$ cat config.mk
export PLATFORM = sky130hd
export DESIGN_NAME = iq_symbol_mapper
export DESIGN_NICKNAME = d
export VERILOG_FILES = /design/src/rtl/iq_symbol_mapper_pkg.sv /design/src/rtl/iq_symbol_mapper_fifo.sv /design/src/rtl/iq_symbol_mapper.sv
export SDC_FILE = /design/constraint.sdc
export NUM_CORES = 1
export LEC_CHECK = 0
export BUFFER_PORTS_ARGS = -buffer_cell sky130_fd_sc_hd__buf_4
export CAP_MARGIN = 10
export CORE_MARGIN = 8
export CORE_UTILIZATION = 30
export CTS_BUF_LIST = sky130_fd_sc_hd__clkbuf_2
export DETAILED_ROUTE_END_ITERATION = 7
export PLACE_DENSITY = 0.44
export RECOVER_POWER = 25
export SETUP_SLACK_MARGIN = 0.1
export SLEW_MARGIN = 20
export SYNTH_ARGS = -nofsm -noshare
export SYNTH_HDL_FRONTEND = slang
export SYNTH_SLANG_ARGS = --single-unit
$ cat constraint.sdc
create_clock -name clk -period 8.3 [get_ports clk]
set_input_delay 1.66 -clock clk [delete_from_list [all_inputs] [get_ports clk]]
set_output_delay 1.66 -clock clk [all_outputs]
set_load 0.01 [all_outputs]
$ cat src/rtl/iq_symbol_mapper_pkg.sv
// Shared types and helpers for the I/Q symbol mapper.
// IQMAP_PREAMBLE_EN adds the PREAMBLE state to state_e.
package iq_mapper_pkg;

  typedef enum logic [1:0] {
    MODE_BPSK  = 2'b00,
    MODE_QPSK  = 2'b01,
    MODE_16QAM = 2'b10,
    MODE_RSVD  = 2'b11
  } mode_e;

  // Legacy state encodings, kept stable so existing debug probes still decode.
  localparam logic [1:0] ST_IDLE_ENC     = 2'd0;
  localparam logic [1:0] ST_DATA_ENC     = 2'd1;
  localparam logic [1:0] ST_PREAMBLE_ENC = 2'd2;

`ifdef IQMAP_PREAMBLE_EN
  typedef enum logic [1:0] {
    ST_IDLE     = ST_IDLE_ENC,
    ST_DATA     = ST_DATA_ENC,
    ST_PREAMBLE = ST_PREAMBLE_ENC
  } state_e;
`else
  typedef enum logic [1:0] {
    ST_IDLE = ST_IDLE_ENC,
    ST_DATA = ST_DATA_ENC
  } state_e;
`endif

  // Payload bits consumed per symbol; reserved mode consumes none.
  function automatic int unsigned bits_per_sym(mode_e m);
    case (m)
      MODE_BPSK:  return 1;
      MODE_QPSK:  return 2;
      MODE_16QAM: return 4;
      default:    return 0;
    endcase
  endfunction

  // Gray-coded 16QAM axis level in units of S = 2^(iq_w-3).
  function automatic int gray_level(logic [1:0] pair, int unsigned iq_w);
    int s;
    s = 1 << (iq_w - 3);
    case (pair)
      2'b00:   return 3 * s;
      2'b01:   return s;
      2'b11:   return -s;
      default: return -3 * s;
    endcase
  endfunction

endpackage

$ cat src/rtl/iq_symbol_mapper_fifo.sv
// Word FIFO for the symbol mapper: {mode, data} entries, first-word
// fall-through read, simultaneous push and pop allowed when full.
module iq_word_fifo #(
  parameter int WIDTH = 6,
  parameter int DEPTH = 4
) (
  input  logic                       clk,
  input  logic                       rst_n,
  input  logic                       wr_en,
  input  logic [WIDTH-1:0]           wr_data,
  input  logic                       rd_en,
  output logic [WIDTH-1:0]           rd_data,
  output logic                       full,
  output logic                       empty,
  output logic [$clog2(DEPTH):0]     count
);

  localparam int AW = $clog2(DEPTH);

  logic [WIDTH-1:0] mem [DEPTH];
  logic [AW-1:0]    wr_ptr;
  logic [AW-1:0]    rd_ptr;
  logic             do_wr;
  logic             do_rd;

  assign full    = (count == (AW+1)'(DEPTH));
  assign empty   = (count == '0);
  assign do_rd   = rd_en && !empty;
  assign do_wr   = wr_en && (!full || do_rd);
  assign rd_data = mem[rd_ptr];

  // Storage array, no reset needed.
  always_ff @(posedge clk) begin
    if (do_wr) mem[wr_ptr] <= wr_data;
  end

  // Pointers wrap naturally since DEPTH is a power of two.
  always_ff @(posedge clk) begin
    if (!rst_n) begin
      wr_ptr <= '0;
      rd_ptr <= '0;
      count  <= '0;
    end else begin
      if (do_wr) wr_ptr <= wr_ptr + 1'b1;
      if (do_rd) rd_ptr <= rd_ptr + 1'b1;
      case ({do_wr, do_rd})
        2'b10:   count <= count + 1'b1;
        2'b01:   count <= count - 1'b1;
        default: count <= count;
      endcase
    end
  end

endmodule

$ cat src/rtl/iq_symbol_mapper.sv
// Transmit symbol mapper: buffers words, serialises them into BPSK/QPSK/16QAM
// symbols (mode per word) and holds each I/Q pair for SPS enabled cycles.
// Define IQMAP_PREAMBLE_EN to emit an alternating BPSK preamble on every
// IDLE-to-active transition.
module iq_symbol_mapper #(
  parameter int DATA_W       = 4,
  parameter int IQ_W         = 4,
  parameter int FIFO_DEPTH   = 4,
  parameter int SPS          = 1,
  parameter int PREAMBLE_LEN = 8
) (
  input  logic              clk,
  input  logic              rst_n,
  input  logic              en,
  input  logic              in_valid,
  output logic              in_ready,
  input  logic [DATA_W-1:0] in_data,
  input  logic [1:0]        in_mode,
  output logic              out_valid,
  output logic              sym_strobe,
  output logic [IQ_W-1:0]   i_out,
  output logic [IQ_W-1:0]   q_out,
  output logic              mode_err
);

  import iq_mapper_pkg::*;

  localparam int CNT_W = (SPS > 1) ? $clog2(SPS) : 1;
  localparam int SL_W  = $clog2(DATA_W);
  localparam logic signed [IQ_W-1:0] POS_A = IQ_W'(3 * (1 << (IQ_W - 3)));
  localparam logic signed [IQ_W-1:0] NEG_A = IQ_W'(-3 * (1 << (IQ_W - 3)));

  state_e                   state;
  logic [CNT_W-1:0]         sps_cnt;
  logic                     boundary;
  logic [DATA_W+1:0]        fifo_rd;
  logic                     fifo_full;
  logic                     fifo_empty;
  logic [$clog2(FIFO_DEPTH):0] unused_fifo_count;
  mode_e                    fifo_mode;
  logic [DATA_W-1:0]        cur_data;
  mode_e                    cur_mode;
  logic [SL_W-1:0]          sym_left;
  logic                     load;
  logic                     emit_data;
  mode_e                    src_mode;
  logic [DATA_W-1:0]        src_data;
  logic [3:0]               top4;
  int unsigned              bps;
  logic [SL_W-1:0]          first_left;
  logic signed [IQ_W-1:0]   sym_i;
  logic signed [IQ_W-1:0]   sym_q;

  assign in_ready  = !fifo_full;
  assign boundary  = en && (sps_cnt == '0);
  assign fifo_mode = mode_e'(fifo_rd[DATA_W+1 -: 2]);

  iq_word_fifo #(
    .WIDTH (DATA_W + 2),
    .DEPTH (FIFO_DEPTH)
  ) u_fifo (
    .clk     (clk),
    .rst_n   (rst_n),
    .wr_en   (in_valid && in_ready),
    .wr_data ({in_mode, in_data}),
    .rd_en   (load),
    .rd_data (fifo_rd),
    .full    (fifo_full),
    .empty   (fifo_empty),
    .count   (unused_fifo_count)
  );

`ifdef IQMAP_PREAMBLE_EN
  localparam int PRE_W = $clog2(PREAMBLE_LEN + 1);
  logic [PRE_W-1:0] pre_idx;

  // Preamble symbol index; the IDLE boundary emits symbol 0 itself.
  always_ff @(posedge clk) begin
    if (!rst_n) pre_idx <= '0;
    else if (boundary && state == ST_IDLE) pre_idx <= PRE_W'(1);
    else if (boundary && state == ST_PREAMBLE && !load) pre_idx <= pre_idx + 1'b1;
  end
`else
  // PREAMBLE_LEN has no function without the preamble state.
  logic unused_pre_len;
  assign unused_pre_len = ^PREAMBLE_LEN;
`endif

  // Symbol timing counter, frozen while en is low.
  always_ff @(posedge clk) begin
    if (!rst_n) sps_cnt <= '0;
    else if (en) sps_cnt <= (sps_cnt == CNT_W'(SPS - 1)) ? '0 : sps_cnt + 1'b1;
  end

  // Decide at a boundary whether to pop a new word and whether a data symbol is emitted.
  always_comb begin
    load      = 1'b0;
    emit_data = 1'b0;
    if (boundary) begin
      case (state)
        ST_IDLE: begin
`ifndef IQMAP_PREAMBLE_EN
          load = !fifo_empty;
`endif
        end
`ifdef IQMAP_PREAMBLE_EN
        ST_PREAMBLE: load = (pre_idx == PRE_W'(PREAMBLE_LEN));
`endif
        ST_DATA: load = (sym_left == '0) && !fifo_empty;
        default: load = 1'b0;
      endcase
      emit_data = load || (state == ST_DATA && sym_left != '0);
    end
  end

  // Map the leading bits of the current (or freshly popped) word to I/Q.
  always_comb begin
    src_data = load ? fifo_rd[DATA_W-1:0] : cur_data;
    src_mode = load ? fifo_mode : cur_mode;
    top4     = src_data[DATA_W-1 -: 4];
    sym_i    = '0;
    sym_q    = '0;
    case (src_mode)
      MODE_BPSK: sym_i = top4[3] ? NEG_A : POS_A;
      MODE_QPSK: begin
        sym_i = top4[3] ? NEG_A : POS_A;
        sym_q = top4[2] ? NEG_A : POS_A;
      end
      MODE_16QAM: begin
        sym_i = IQ_W'(gray_level(top4[3:2], IQ_W));
        sym_q = IQ_W'(gray_level(top4[1:0], IQ_W));
      end
      default: ;
    endcase
    bps        = bits_per_sym(src_mode);
    first_left = (bps == 0) ? '0 : SL_W'(DATA_W / bps - 1);
  end

  // FSM and registered outputs; everything advances only on a symbol boundary.
  always_ff @(posedge clk) begin
    if (!rst_n) begin
      state      <= ST_IDLE;
      cur_data   <= '0;
      cur_mode   <= MODE_BPSK;
      sym_left   <= '0;
      out_valid  <= 1'b0;
      sym_strobe <= 1'b0;
      i_out      <= '0;
      q_out      <= '0;
      mode_err   <= 1'b0;
    end else begin
      sym_strobe <= 1'b0;
      if (emit_data) begin
        state      <= ST_DATA;
        sym_strobe <= 1'b1;
        if (src_mode == MODE_RSVD) begin
          // Reserved word occupies one silent symbol slot, then the next word is fetched.
          out_valid <= 1'b0;
          i_out     <= '0;
          q_out     <= '0;
          mode_err  <= 1'b1;
          sym_left  <= '0;
        end else begin
          out_valid <= 1'b1;
          i_out     <= sym_i;
          q_out     <= sym_q;
          cur_data  <= src_data << bps;
          cur_mode  <= src_mode;
          sym_left  <= load ? first_left : sym_left - 1'b1;
        end
      end
`ifdef IQMAP_PREAMBLE_EN
      else if (boundary && state == ST_IDLE && !fifo_empty) begin
        state      <= ST_PREAMBLE;
        sym_strobe <= 1'b1;
        out_valid  <= 1'b1;
        i_out      <= POS_A;
        q_out      <= '0;
      end else if (boundary && state == ST_PREAMBLE) begin
        sym_strobe <= 1'b1;
        out_valid  <= 1'b1;
        i_out      <= pre_idx[0] ? NEG_A : POS_A;
        q_out      <= '0;
      end
`endif
      else if (boundary) begin
        state     <= ST_IDLE;
        out_valid <= 1'b0;
        i_out     <= '0;
        q_out     <= '0;
      end
    end
  end

endmodule

==> results.json <==
{
  "status": "completed",
  "synthCells": 198,
  "synth_xor_xnor_area_share": 0.0187,
  "fmax_mhz": 280,
  "slew_headroom": 0.578,
  "io_buffers": 19,
  "cts_resized": 0,
  "path_delay_family": "simple AND/OR/NAND/NOR gates",
  "clock_latency_ns": 0.44,
  "combPwrFrac": 0.437,
  "slew_violations": 0,
  "htree_levels": 2,
  "rows": 32,
  "required_ns": 8.68,
  "rsz0062_at_grt": "false",
  "synth_edf_count": 24,
  "worstPathArrival_ns": 3.95,
  "gr-total-overflow": 0,
  "coreArea_sq_um": 7650,
  "syn_area_sq_um": 2340,
  "yosys-top-cells-count": "26 x dfxtp_1, 24 x edfxtp_1, 18 x nor2_1",
  "crit_fanout": 11,
  "synth_top_family_by_area": "simple AND/OR/NAND/NOR gates",
  "whs_endpoint": "sym_left[1]",
  "design.die.area_sq_um": 10900,
  "worst_pin_slew_ns": 0.630,
  "ios": 22,
  "fin_skew_ns": 0.0125,
  "layout.nets": 247,
  "die_y_um": 104,
  "ys.flop_type": "dfxtp_1",
  "power_frac_seq": 0.403,
  "dp_hpwl_um": 3260,
  "antenna_cells": 0,
  "worstHoldPathType": "register to register",
  "clk_path_buf_depth": 2,
  "initial_core_util": 0.305,
  "drc": 0,
  "place.gp.congestion": 0.745,
  "synth_area_leaders": "edfxtp_1 31%, dfxtp_1 22%, ha_1 9.1%",
  "crit_path_end_kind": "register",
  "r2r-end": "q_out[3]",
  "synthArstFlopShare": 0,
  "ff_latch_area_sq_um": 1240,
  "yosysTopAreaCellShare": 0.309,
  "clkSinkCount": 50,
  "maxCapViolCount": 0,
  "yosys-mux-area-fraction": 0.0927,
  "p_sw_mw": 0.325,
  "grt_max_degree": 19,
  "multi_input_area_sq_um": 981,
  "wl_per_cell_um": 14.0,
  "clock_power_share": 0.160,
  "grtUsageTotal": 0.0852,
  "drt_iter0_drc": 71,
  "n_fill_cell": 774,
  "viasPerCell": 4.50,
  "critPathKind": "input port to register",
  "holdCritStartpoint": "sym_left[1]",
  "yosysSeqAreaShare": 0.531,
  "hold_viol": 0,
  "areaGrowthSynthToFinish_pct": 11.9,
  "pre_cts_ws_ns": 4.24,
  "synth-seq-cells": 50,
  "power_density_nw_per_um2": 320,
  "p_int_mw": 0.512,
  "cts_made_buffers": 5,
  "dr.pass1.iters": 4,
  "cts-root-buf": "clkbuf_2",
  "cp_slowest_cell": "nor2_1",
  "synth_warnings": 0,
  "finalSetupViolations": 0,
  "synthAdderAreaFrac": 0.0996,
  "path_depth": 9,
  "fin_ws_ns": 4.73,
  "period_needed_ns": 3.57,
  "ys_types": 45,
  "peakVddDrop_uv": 89.8,
  "min_period_over_period": 0.430,
  "cts_tree": "yes",
  "postCtsSetupRepairBufs": 0,
  "fin_setup_tns_ns": 0,
  "reg2reg_depth": 7,
  "r2r_slack_ns": 5.22,
  "crit_path_start_kind": "input port",
  "synth_compound_area_frac": 0.0959,
  "yosys.area_share.simple": 0.110,
  "critPathBufInv": 3,
  "holdPathStages": 2,
  "timing.hold.ws_ns": 0.473,
  "max_stage_delay_ns": 0.51,
  "grt_antenna_before_repair": 0,
  "cp_cell_sequence": "buf_4, nand3_4, inv_2, mux2i_1, inv_1, ha_1, nor2_1, nand2_1, o31ai_1",
  "grt_pass1_vias": 1463,
  "p_leak_nw": 0.984,
  "path_clk_slew_ns": 0.25,
  "post-synth-top-area-cell": "edfxtp_1",
  "power.share.switching": 0.388,
  "ant_nets": 0,
  "grt_pass1_wl_um": 7320,
  "via_count": 1449,
  "die_w_um": 104,
  "wl_um": 4500,
  "cts_hold_buf": 0,
  "synth_area_per_cell_sq_um": 11.8,
  "drive_gt1_frac": 0.164,
  "synth.most_common_cell": "dfxtp_1"
}
-- power groups by stage --
| stage | logic, mW | registers [mW] | clock network (mW) |
|---|---|---|---|
| floorplan | 0.289 | 0.333 | 0 |
| CTS | 0.370 | 0.339 | 0.141 |
| global placement | 0.372 | 0.345 | 0 |
| global route | 0.411 | 0.344 | 0.151 |
| finish | 0.366 | 0.337 | 0.134 |
| detailed placement | 0.369 | 0.344 | 0 |
-- per-layer routing --
metal  global-route usage  vias to the layer above  part of all wire
li1                     -                      744                 -
met1                0.111                      671              0.50
met2                0.126                       29              0.45
met3               0.0328                        5             0.039
met4               0.0279                        0             0.013
met5                    0                        -                 0
-- layout make-up --
cell class | count | area share
Timing Repair Buffer | 19 | 0.0460
Sequential cell | 50 | 0.475
Inverter | 20 | 0.0287
Multi-Input combinational cell | 123 | 0.375
Clock inverter | 2 | 0.0148
Tap cell | 102 | 0.0488
Clock buffer | 6 | 0.0115
-- how the worst max path moves through the flow --
stage / endpoint / slack [ns] / startpoint
after floorplan: cur_data[2] / 4.69 / en
after global placement: cur_data[2] / 4.28 / en
after detailed placement: cur_data[2] / 4.24 / en
after CTS: q_out[3] / 4.71 / en
after global routing: cur_data[2] / 4.50 / en
final: q_out[3] / 4.73 / en
-- cell families (layout without fill, tap and decap cells) --
logic type	after synthesis	in the layout
buffers and inverters	26	47
XOR/XNOR	5	5
other	1	2
adder cells (fa/ha/maj)	18	18
multiplexers	13	13
AND/OR/NAND/NOR	52	52
flip-flops	50	50
AO/OA/AOI/OAI	33	33
-- registers in the layout (all words and copies together), names as in the netlist, named ones only --
signal / flops
u_fifo.wr_ptr: 2
state: 1
u_fifo.count: 3
cur_mode: 2
mode_err: 1
sym_left: 2
i_out: 3
u_fifo.rd_ptr: 2
sym_strobe: 1
u_fifo.mem: 24
cur_data: 4
q_out: 3
-- worst min-delay path, delay by kind of cell, from the launching register on --
family / cells / cell delay, ns
AO/OA/AOI/OAI: 1 / 0.05
flip-flops: 1 / 0.37
AND/OR/NAND/NOR: 1 / 0.05
-- cells in the final DEF, fill, tap and decap left out, types with 2 or more instances in the layout --
| master | n |
|---|---|
| dfxtp_1 | 26 |
| edfxtp_1 | 24 |
| nor2_1 | 18 |
| inv_1 | 17 |
| ha_1 | 17 |
| nand2_1 | 15 |
| buf_4 | 13 |
| a21oi_1 | 10 |
| mux4_2 | 6 |
| o21ai_0 | 6 |
| clkbuf_2 | 6 |
| clkbuf_1 | 6 |
| mux2i_1 | 4 |
| and3_1 | 4 |
| o211ai_1 | 4 |
| nand3_1 | 3 |
| xor2_1 | 3 |
| nand2b_1 | 2 |
| inv_2 | 2 |
| nand4_1 | 2 |
| mux2_4 | 2 |
| xnor2_1 | 2 |
| or4_1 | 2 |
| o221ai_1 | 2 |
| a211oi_1 | 2 |
| conb_1 | 2 |
-- through the flow --
stage / util / instance area, sq um / cells / power [mW]
after floorplan: - / 2340 / 199 / 0.622
after global placement: 0.336 / 2570 / 314 / 0.717
after detailed placement: 0.336 / 2570 / 314 / 0.713
after CTS: 0.345 / 2640 / 322 / 0.850
after global routing: 0.342 / 2610 / 322 / 0.906
final: 0.342 / 2610 / 322 / 0.837
No activity file was read; power rests on OpenSTA's default activity.
